[src/rtl/regfile_dump_pkg.sv]
// rtl/regfile_dump_pkg.sv - shared constants and state encoding for the register-file dump reader
package regfile_dump_pkg;

   localparam int DUMP_DATA_W = 32;
   localparam int DUMP_ADDR_W = 5;
   localparam int DUMP_N_REGS = 32;

`ifdef REGFILE_DUMP_CHECKSUM_EN
   localparam int STATE_W = 3;
   localparam logic [STATE_W-1:0] SUM = 3'd4;
`else
   localparam int STATE_W = 2;
`endif

   localparam logic [STATE_W-1:0] IDLE = STATE_W'(0);
   localparam logic [STATE_W-1:0] READ = STATE_W'(1);
   localparam logic [STATE_W-1:0] SEND = STATE_W'(2);
   localparam logic [STATE_W-1:0] DONE = STATE_W'(3);

endpackage

[src/rtl/regfile_dump_reader_addr_counter.sv]
// rtl/regfile_dump_reader_addr_counter.sv - loadable modulo-N_REGS address counter with end-of-range flag
module dump_addr_counter #(
   parameter int ADDR_W = 5,
   parameter int N_REGS = 32
) (
   input  logic              clk,
   input  logic              reset,
   input  logic              load,
   input  logic [ADDR_W-1:0] load_value,
   input  logic              inc,
   input  logic [ADDR_W-1:0] end_value,
   output logic [ADDR_W-1:0] count,
   output logic              at_end
);

   always_ff @(posedge clk or negedge reset) begin
      if (!reset) begin
         count <= '0;
      end else if (load) begin
         count <= load_value;
      end else if (inc) begin
         count <= (count == ADDR_W'(N_REGS - 1)) ? '0 : count + 1'b1;
      end
   end

   assign at_end = (count == end_value);

endmodule

[src/rtl/regfile_dump_reader.sv]
// rtl/regfile_dump_reader.sv - walks a register range through one read port and streams it out; REGFILE_DUMP_CHECKSUM_EN adds an XOR checksum beat
module regfile_dump_reader
   import regfile_dump_pkg::*;
#(
   parameter int DATA_W = DUMP_DATA_W,
   parameter int ADDR_W = DUMP_ADDR_W,
   parameter int N_REGS = DUMP_N_REGS
) (
   input  logic              clk,
   input  logic              reset,
   input  logic              start_i,
   input  logic [ADDR_W-1:0] first_reg_i,
   input  logic [ADDR_W-1:0] last_reg_i,
   output logic [ADDR_W-1:0] rf_read_addr_o,
   input  logic [DATA_W-1:0] rf_read_data_i,
   output logic              dump_valid_o,
   input  logic              dump_ready_i,
   output logic [ADDR_W-1:0] dump_addr_o,
   output logic [DATA_W-1:0] dump_data_o,
   output logic              dump_last_o,
   output logic              busy_o,
   output logic              done_o
`ifdef REGFILE_DUMP_CHECKSUM_EN
   ,output logic             dump_sum_o
`endif
);

   logic [STATE_W-1:0] state;
   logic [ADDR_W-1:0]  end_addr;
   logic [ADDR_W-1:0]  cur_addr;
   logic               at_end;
   logic               cnt_load;
   logic               cnt_inc;
`ifdef REGFILE_DUMP_CHECKSUM_EN
   logic [DATA_W-1:0]  sum_acc;
`endif

   assign cnt_load = (state == IDLE) && start_i;
   assign cnt_inc  = (state == SEND) && dump_ready_i && !at_end;

   dump_addr_counter #(
      .ADDR_W (ADDR_W),
      .N_REGS (N_REGS)
   ) u_addr_counter (
      .clk        (clk),
      .reset      (reset),
      .load       (cnt_load),
      .load_value (first_reg_i),
      .inc        (cnt_inc),
      .end_value  (end_addr),
      .count      (cur_addr),
      .at_end     (at_end)
   );

   // Read port is only driven during the single READ cycle; parked at 0 otherwise.
   assign rf_read_addr_o = (state == READ) ? cur_addr : '0;

   always_ff @(posedge clk or negedge reset) begin
      if (!reset) begin
         state        <= IDLE;
         end_addr     <= '0;
         dump_valid_o <= 1'b0;
         dump_addr_o  <= '0;
         dump_data_o  <= '0;
         dump_last_o  <= 1'b0;
         busy_o       <= 1'b0;
         done_o       <= 1'b0;
`ifdef REGFILE_DUMP_CHECKSUM_EN
         sum_acc      <= '0;
         dump_sum_o   <= 1'b0;
`endif
      end else begin
         case (state)
            IDLE: begin
               if (start_i) begin
                  end_addr <= last_reg_i;
                  busy_o   <= 1'b1;
                  state    <= READ;
`ifdef REGFILE_DUMP_CHECKSUM_EN
                  sum_acc  <= '0;
`endif
               end
            end
            READ: begin
               dump_data_o  <= rf_read_data_i;
               dump_addr_o  <= cur_addr;
               dump_valid_o <= 1'b1;
`ifdef REGFILE_DUMP_CHECKSUM_EN
               dump_last_o  <= 1'b0;
`else
               dump_last_o  <= at_end;
`endif
               state        <= SEND;
            end
            SEND: begin
               if (dump_ready_i) begin
                  dump_valid_o <= 1'b0;
                  dump_last_o  <= 1'b0;
                  if (!at_end) begin
                     state <= READ;
                  end else begin
`ifdef REGFILE_DUMP_CHECKSUM_EN
                     // Checksum beat folds in the register beat being accepted right now.
                     dump_valid_o <= 1'b1;
                     dump_data_o  <= sum_acc ^ dump_data_o;
                     dump_addr_o  <= end_addr;
                     dump_last_o  <= 1'b1;
                     dump_sum_o   <= 1'b1;
                     state        <= SUM;
`else
                     done_o <= 1'b1;
                     state  <= DONE;
`endif
                  end
`ifdef REGFILE_DUMP_CHECKSUM_EN
                  sum_acc <= sum_acc ^ dump_data_o;
`endif
               end
            end
`ifdef REGFILE_DUMP_CHECKSUM_EN
            SUM: begin
               if (dump_ready_i) begin
                  dump_valid_o <= 1'b0;
                  dump_last_o  <= 1'b0;
                  dump_sum_o   <= 1'b0;
                  done_o       <= 1'b1;
                  state        <= DONE;
               end
            end
`endif
            DONE: begin
               done_o <= 1'b0;
               busy_o <= 1'b0;
               state  <= IDLE;
            end
            default: state <= IDLE;
         endcase
      end
   end

endmodule

[config.mk]
export PLATFORM = sky130hd
export DESIGN_NAME = regfile_dump_reader
export DESIGN_NICKNAME = d
export VERILOG_FILES = /design/src/rtl/regfile_dump_pkg.sv /design/src/rtl/regfile_dump_reader_addr_counter.sv /design/src/rtl/regfile_dump_reader.sv
export SDC_FILE = /design/constraint.sdc
export NUM_CORES = 1
export LEC_CHECK = 0
export CAP_MARGIN = 15
export CELL_PAD_IN_SITES_DETAIL_PLACEMENT = 1
export CELL_PAD_IN_SITES_GLOBAL_PLACEMENT = 2
export CORE_UTILIZATION = 24
export DETAILED_ROUTE_END_ITERATION = 10
export PLACE_DENSITY = 0.82
export SLEW_MARGIN = 10
export SYNTH_ARGS = -nofsm -noshare
export SYNTH_HDL_FRONTEND = slang
export SYNTH_SLANG_ARGS = --single-unit
export TNS_END_PERCENT = 20
[constraint.sdc]
create_clock -name clk -period 2.7 [get_ports clk]
set_input_delay 0.54 -clock clk [delete_from_list [all_inputs] [get_ports clk]]
set_output_delay 0.54 -clock clk [all_outputs]
set_load 0.05 [all_outputs]
After elaboration in Yosys (flattened, before gate mapping). Index checks and enable logic that the tools add are counted.

Register bits: 53.

Reduce and logical (&&, ||, !) cells: 14. Muxes and demuxes: 16. Equal/unequal tests: 8. Add/subtract/negate cells: 1.

Operator list (count): $mux 5 (4); $pmux 1 s2 (4); $pmux 2 s4 (1); $reduce_and 2->1 (4); $reduce_bool 2->1 (4); $mux 2 (3); $ne 2x2->1 const B (3); $add 5x1->5 const B (1); $eq 5x5->1 (1); $eq 5x5->1 const B (1); $eq 2x2->1 const B (2); $mux 1 (4); $logic_and 1x1->1 (3); $reduce_and 3->1 (1); $eq 2x1->1 const B (1); $logic_not 2->1 (1); $logic_not 1->1 (1).

Depth between registers and ports, before layout. Gate-level depths: netlist of the first run.

Depth after elaboration: 5. Depth in mapped cells: 7.

Hierarchy. A second synthesis of the first run with hierarchy kept.

Cells, all modules: 229. Area total of the unflattened synthesis: 2290.9 um2.

By module, submodules not included: regfile_dump_reader (instances 1, area each 1945.6 um2, cells an instance 190); dump_addr_counter (instances 1, area each 345.3 um2, cells an instance 39).

Worst setup path after synthesis of the first run. No wires, ideal clock.

Kind: reg2reg. From: register u_addr_counter.count[0]. To: register u_addr_counter.count[3]. Arrival: 1.788 ns. Required time: 2.634 ns. Clock period less this slack: 1.855 ns. Slack: 0.845 ns. Stages on the path, launching flop included: 7. Path through: dfrtp_1 -> ha_1 -> and3_1 -> ha_1 -> or4_1 -> a21oi_1 -> o32a_1.

Cells in the longest elaborated chain, start to end: 4. Elaborated cells between the ends (all ways): 9. Those cells by class: add/sub: 1; eq/ne: 2; mux: 3; reduce/logical: 3.

RTL lines: from (decl) (line regfile_dump_reader_addr_counter.sv:12) `output logic [ADDR_W-1:0] count,`; from (signal assigned) (line regfile_dump_reader_addr_counter.sv:20) `count <= load_value;`; from (signal assigned) (line regfile_dump_reader_addr_counter.sv:22) `count <= (count == ADDR_W'(N_REGS - 1)) ? '0 : count + 1'b1;`; $add 5x1->5 (tied with other cells) (line regfile_dump_reader_addr_counter.sv:22); $mux 5 / $logic_not 1->1 (equally long branches); $mux 5 / $logic_and 1x1->1 (equally long branches) (line regfile_dump_reader_addr_counter.sv:21, regfile_dump_reader.sv:39); $mux 5 / $reduce_bool 2->1 (equally long branches).

Parallel ways exist; a longest one is shown, timed or not. The select of a mux whose other input is x is not followed. A chain may end at the register's enable or synchronous reset.

Final worst setup path of the first run.
From: register state[0]. To: output rf_read_addr_o[0].

Cells in the longest elaborated chain, start to end: 2.

RTL lines: from (decl) (line regfile_dump_reader.sv:28) `logic [STATE_W-1:0] state;`; from (signal assigned) (line regfile_dump_reader.sv:60) `state <= IDLE;`; from (signal assigned) (line regfile_dump_reader.sv:78) `state <= READ;`; from (signal assigned) (line regfile_dump_reader.sv:93) `state <= SEND;`; $eq 2x1->1 (line regfile_dump_reader.sv:56) `assign rf_read_addr_o = (state == READ) ? cur_addr : '0;`; $mux 5 (line regfile_dump_reader.sv:56); to (decl) (line regfile_dump_reader.sv:14) `output logic [ADDR_W-1:0] rf_read_addr_o,`.

No other way between the ends.

==> results.py, run 1 <==
metrics = {
    "global_route": {
        "track_usage": 0.1320,
        "antenna_found_initial": 0,
        "grt_pass1_vias": 2084,
        "grt_pass1_wl_um": 10280,
        "grt_max_degree": 54,
        "grt_remaining_overflow": 0,
    },
    "sta": {
        "fin_skew_ns": 0.01115,
        "postLayoutSetupSlackWorst_ns": 0.5327,
        "finalCritPeriodShare": 0.8027,
        "finalSetupTns_ns": 0,
        "fin_crit_ns": 2.167,
        "relSlewSlack": 0.6120,
        "drv_slew": 0,
        "hold_viol": 0,
        "rsz0062_at_grt": "no",
        "setup_viol": 0,
        "clock.fmax_ghz": 0.4614,
        "max_slew.worst_pin.slew_ns": 0.5799,
    },
    "cts": {
        "cts_made_buffers": 5,
        "clk_path_buf_depth": 2,
        "clock_latency_ns": 0.31,
        "cts_resized": 0,
        "cts-hold-fix-buffers": 0,
        "cts_tree": "done",
        "cts_sinks": 53,
        "clk_pin_slew_ns": 0.10,
        "post_cts_buffers": 0,
        "h-tree-depth": 2,
        "root_buffer": "clkbuf_8",
    },
    "logic_synthesis": {
        "synth_area_sq_mm": 0.002261,
        "ys_ff_latch": 53,
        "yosysWarnings": 0,
        "synth.avg_cell_area_sq_um": 9.154,
        "synthFlopType": "dfrtp_1",
        "synth.distinct_cells": 33,
        "synth-edff-count": 0,
        "async_flop_share": 1.000,
        "yosysSeqAreaShare": 0.5866,
        "syn_inst": 247,
        "syn-num-nets": 295,
    },
    "route": {
        "antenna_left": 0,
        "via_per_inst": 4.447,
        "firstDrtPassIters": 4,
        "drc": 0,
        "drt_wl_total_um": 6355,
        "first_iter_violations": 59,
        "via_count": 2010,
        "wl_per_cell_um": 14.06,
    },
    "placement": {
        "place_ws_ns": 0.5528,
        "dpl_cell_area_sq_mm": 0.003374,
        "io_buffer_count": 91,
        "place_hpwl_um": 4589,
        "gp_congestion": 0.7905,
    },
    "power_and_ir_drop": {
        "switching_share": 0.5000,
        "ir_drop_mv": 0.4709,
        "seqPwrFrac": 0.291,
        "total_power_w": 0.005014,
        "clockPowerShare": 0.106,
        "combPwrFrac": 0.602,
        "intPower_w": 0.002507,
        "pwr_density_cell_mw_per_mm2": 1441,
        "net-switching-power_w": 0.002507,
        "power.leakage_nw": 1.639,
    },
    "die": {
        "std_cell_rows": 35,
        "die_width_um": 99.06,
        "core_area_sq_mm": 0.009196,
        "die_area_sq_mm": 0.009813,
        "fp.dieH_um": 99.06,
        "io_pins": 92,
        "start_util": 0.2459,
    },
    "critical_path": {
        "worstPathArrival_ns": 1.63,
        "r2r_end": "u_addr_counter.count[3]",
        "r2r_slack_ns": 0.66,
        "critPathKind": "flop to output pin",
        "r2r_cells": 6,
        "r2r_start": "u_addr_counter.count[0]",
        "required_ns": 2.16,
        "cp_max_fo": 10,
        "critPathCaptureType": "output pin",
        "worstSetupStartpointType": "flop",
    },
    "hold_path": {
        "hp-class": "primary input to asynchronous set/reset pin",
    },
    "finish": {
        "diodes": 0,
        "fin_nets": 389,
        "fill_cells": 1068,
        "seq_area_sq_mm": 0.001326,
        "multiInputGateArea_sq_um": 877.1,
        "stdcell_area_sq_mm": 0.003478,
        "areaGrowthSynthToFinish_pct": 53.85,
        "fin_util": 0.3782,
        "drive_gt1_frac": 0.06745,
    },
    "job": {
        "drv_cap": 0,
    },
    "outcome": {
        "status": "finished, final reports clean",
    },
}
## logic make-up after synthesis
group / after synthesis / synth area share
buffers and inverters: 14 / 0.02656
AND/OR/NAND/NOR: 144 / 0.2651
adder cells (fa/ha/maj): 2 / 0.01107
XOR/XNOR: 5 / 0.01937
flip-flops: 53 / 0.5866
AO/OA/AOI/OAI: 29 / 0.09131
## worst max-delay path by stage
stage,start,to,slack [ns],cells after the start
6_report,state[0],rf_read_addr_o[0],0.53,3
5_1_grt,state[0],rf_read_addr_o[4],0.39,3
4_1_cts,state[0],rf_read_addr_o[0],0.46,3
3_5_place_dp,dump_ready_i,u_addr_counter.count[3],0.55,5
3_3_place_gp,dump_ready_i,u_addr_counter.count[3],0.63,5
2_1_floorplan,u_addr_counter.count[0],u_addr_counter.count[3],0.85,6
## worst max-delay path, cell delays in order, from the launching register on
cell and delay [ns]:
dfrtp_1 0.47, nor2b_2 0.42, and2_1 0.27, buf_12 0.16
## registers in the layout (all words and copies together) (netlist names)
register	flops
u_addr_counter.count	5
dump_data_o	32
dump_last_o	1
dump_valid_o	1
dump_addr_o	5
done_o	1
end_addr	5
state	2
busy_o	1
## metrics by stage
step	std cells	hold WS, ns
CTS	452	0.2183
floorplan	247	0.2444
detailed placement	445	0.4625
global placement	445	0.4580
global route	452	0.2149
finish	452	0.1959
## Yosys cell counts (all sizes together) (2+ instances only)
cell type	instances	area, sq um
a21o	6	45.04
a21oi	3	15.01
a31oi	5	31.28
and2	8	50.05
and3	3	18.77
clkbuf	10	37.54
dfrtp	53	1326
ha	2	25.02
inv	3	11.26
nand2	116	435.4
nand3	3	15.01
nand3b	2	15.01
nor2	6	22.52
o21ai	5	25.02
xnor2	3	26.28
xor2	2	17.52
## layer usage
metal,track usage,up-vias,wire length [um]
met3,0.02908,7,297
li1,-,980,-
met4,0.03054,0,48
met2,0.2351,55,3146
met1,0.1629,968,2862
met5,0,-,0
## placed cells by master (no fill, tap or decap), types with 2 or more instances in the layout
| master | instances |
|---|---|
| a21o_1 | 6 |
| a21oi_1 | 3 |
| a31oi_1 | 5 |
| and2_1 | 8 |
| and3_1 | 3 |
| buf_12 | 6 |
| buf_4 | 6 |
| clkbuf_8 | 5 |
| clkdlybuf4s50_1 | 85 |
| dfrtp_1 | 53 |
| ha_1 | 2 |
| inv_1 | 3 |
| nand2_1 | 116 |
| nand3_1 | 3 |
| nand3b_1 | 2 |
| nor2_1 | 6 |
| o21ai_0 | 5 |
| xnor2_1 | 3 |
| xor2_1 | 2 |
## power by group through the flow
| stage | registers (W) | logic [W] | clock network (W) |
|---|---|---|---|
| 3_3_place_gp | 0.00147 | 0.00301 | 0 |
| 6_report | 0.00146 | 0.00302 | 0.000534 |
| 4_1_cts | 0.00147 | 0.00308 | 0.000567 |
| 3_5_place_dp | 0.00148 | 0.00308 | 0 |
| 2_1_floorplan | 0.00244 | 0.000970 | 0 |
| 5_1_grt | 0.00152 | 0.00325 | 0.000596 |
## layout make-up
| type | count | share of cell area |
|---|---|---|
| clock buffer | 5 | 0.01978 |
| clock inverter | 2 | 0.01007 |
| inverter | 3 | 0.003237 |
| multi-input combinational | 180 | 0.2522 |
| sequential | 53 | 0.3813 |
| tap | 111 | 0.03993 |
| timing repair buffer | 98 | 0.2935 |
Power figures use the tool's default switching activity.
==> run 2: changes to the inputs <==
clock period = 2.1 ns   (was 2.7 ns; I/O delays follow)
==> run 2 against run 1 <==
  * Global-route usage increased by 0.41 points
  * Total power grew 29%
  * Utilization is 0.35 points higher
  * Critical path type unchanged
  * Largest power group unchanged
==> results.py, run 2 (same netlist as run 1, synthesis figures left out) <==
metrics = {
    "finish": {
        "drive_gt1_frac": 0.08069,
        "seq_area_sq_mm": 0.001326,
        "areaGrowthSynthToFinish_pct": 55.29,
        "diodes": 0,
        "fill_cells": 1067,
        "multiInputGateArea_sq_um": 882.1,
        "final_common_cell": "nand2_1",
        "fin_nets": 395,
        "largest_register_ffs": 32,
        "top_register": "dump_data_o",
        "final_cell_mix": "nand2_1, clkdlybuf4s50_1, dfrtp_1",
    },
    "sta": {
        "postLayoutSetupSlackWorst_ns": 0.1559,
        "clock.fmax_ghz": 0.5144,
        "finalCritPeriodShare": 0.9257,
        "setup_viol": 0,
        "drv_slew": 0,
        "hold_viol": 0,
        "fin_crit_ns": 1.944,
        "max_slew.worst_pin.slew_ns": 0.5421,
        "finalSetupTns_ns": 0,
        "relSlewSlack": 0.6374,
        "rsz0062_at_grt": "no",
        "fin_skew_ns": 0.004794,
    },
    "cts": {
        "h-tree-depth": 2,
        "clock_latency_ns": 0.29,
        "cts-hold-fix-buffers": 0,
        "post_cts_buffers": 0,
        "clk_path_buf_depth": 2,
        "root_buffer": "clkbuf_8",
        "cts_sinks": 53,
        "cts_tree": "done",
        "clk_pin_slew_ns": 0.09,
        "cts_made_buffers": 5,
    },
    "job": {
        "drv_cap": 0,
    },
    "global_route": {
        "grt_pass1_vias": 2158,
        "grt_max_degree": 34,
        "grt_pass1_wl_um": 10580,
        "grt_remaining_overflow": 0,
        "track_usage": 0.1360,
        "antenna_found_initial": 0,
    },
    "route": {
        "via_count": 2044,
        "drt_wl_total_um": 6368,
        "firstDrtPassIters": 4,
        "via_per_inst": 4.463,
        "wl_per_cell_um": 13.90,
        "antenna_left": 0,
        "drc": 0,
        "first_iter_violations": 45,
    },
    "critical_path": {
        "critPathBufInv": 1,
        "cp_max_fo": 3,
        "crit_chain": "clkdlybuf4s50_1",
        "worstSetupStartpointType": "flop",
        "required_ns": 1.68,
        "crit_slowest_cell": "clkdlybuf4s50_1",
        "critPathKind": "flop to output pin",
        "slowest_delay_ns": 0.82,
        "cpLargestDelayFamily": "buffers and inverters",
        "worstPathArrival_ns": 1.52,
        "critPathCaptureType": "output pin",
    },
    "hold_path": {
        "hp-class": "primary input to asynchronous set/reset pin",
    },
    "die": {
        "die_area_sq_mm": 0.009813,
        "start_util": 0.2459,
        "io_pins": 92,
        "die_width_um": 99.06,
        "std_cell_rows": 35,
        "core_area_sq_mm": 0.009196,
        "fp.dieH_um": 99.06,
    },
    "placement": {
        "io_buffer_count": 91,
        "place_hpwl_um": 4758,
        "place_ws_ns": 0.1587,
        "gp_congestion": 0.8087,
    },
    "power_and_ir_drop": {
        "pwr_density_cell_mw_per_mm2": 1839,
        "power.leakage_nw": 1.660,
        "ir_drop_mv": 0.7395,
    },
    "outcome": {
        "status": "finished, final reports clean",
    },
}
==> run 2: cell types whose count changed in the layout (fill, tap and decap cells not counted) <==
cell,change
clkbuf_1,+1
clkbuf_8,+1
buf_4,+6
clkinv_2,-1
bufinv_16,-1
nor2b_4,+1
nor2b_2,-1
==> run 2: routing by layer <==
metal  vias up  routed length [um]  GRT usage
met5         -                   0          0
met4         0                  33    0.02036
met3         4                 230    0.02837
met2        51                3247     0.2394
met1       995                2857     0.1755
li1        994                   -          -
==> run 2: through the flow <==
stage | instance area, sq um | hold slack [ns] | utilization | instances | power, W
after floorplan | 2261 | 0.1244 | - | 247 | 0.004391
after global placement | 3420 | 0.4280 | 0.3718 | 451 | 0.005839
after detailed placement | 3420 | 0.4268 | 0.3718 | 451 | 0.005941
after CTS | 3506 | 0.09574 | 0.3812 | 458 | 0.006557
after global routing | 3511 | 0.1029 | 0.3818 | 458 | 0.006880
final | 3511 | 0.08534 | 0.3818 | 458 | 0.006455
==> run 2: repair_timing <==
item	4_1_cts	5_1_grt
endpoints found under the setup margin	0	5
endpoints found under the hold margin	0	0
gates resized for setup	0	1
==> run 2: worst reg2reg max path, stage by stage (launching register included) <==
cell and delay (ns):
dfrtp_1 0.41, ha_1 0.22, and3_1 0.16, ha_1 0.24, or4_1 0.53, a21oi_1 0.14
o32a_1 0.17
==> run 2: area by class of cell <==
type	instances	area share
Timing Repair Buffer	104	0.3036
Multi-Input combinational cell	180	0.2512
Clock buffer	7	0.02459
Tap cell	111	0.03956
Sequential cell	53	0.3778
Inverter	3	0.003207
==> run 2: where the power goes <==
group / internal, W / switching, W
Sequential: 0.00152 / 0.000340
Clock: 0.000263 / 0.000323
Combinational: 0.00143 / 0.00258
==> run 2: worst paths after layout <==
path                                    startpoint                      end  slack, ns  cells after the start
setup / recovery                            busy_o                   busy_o       0.16                      1
hold / removal                               reset           dump_addr_o[1]       0.09                      1
setup reg to reg           u_addr_counter.count[1]  u_addr_counter.count[3]       0.18                      6
hold reg to reg                     dump_data_o[1]           dump_data_o[1]       0.48                      2
max in group asynchronous                    reset          dump_data_o[27]       1.46                      2
min in group clk                    dump_data_o[1]           dump_data_o[1]       0.48                      2
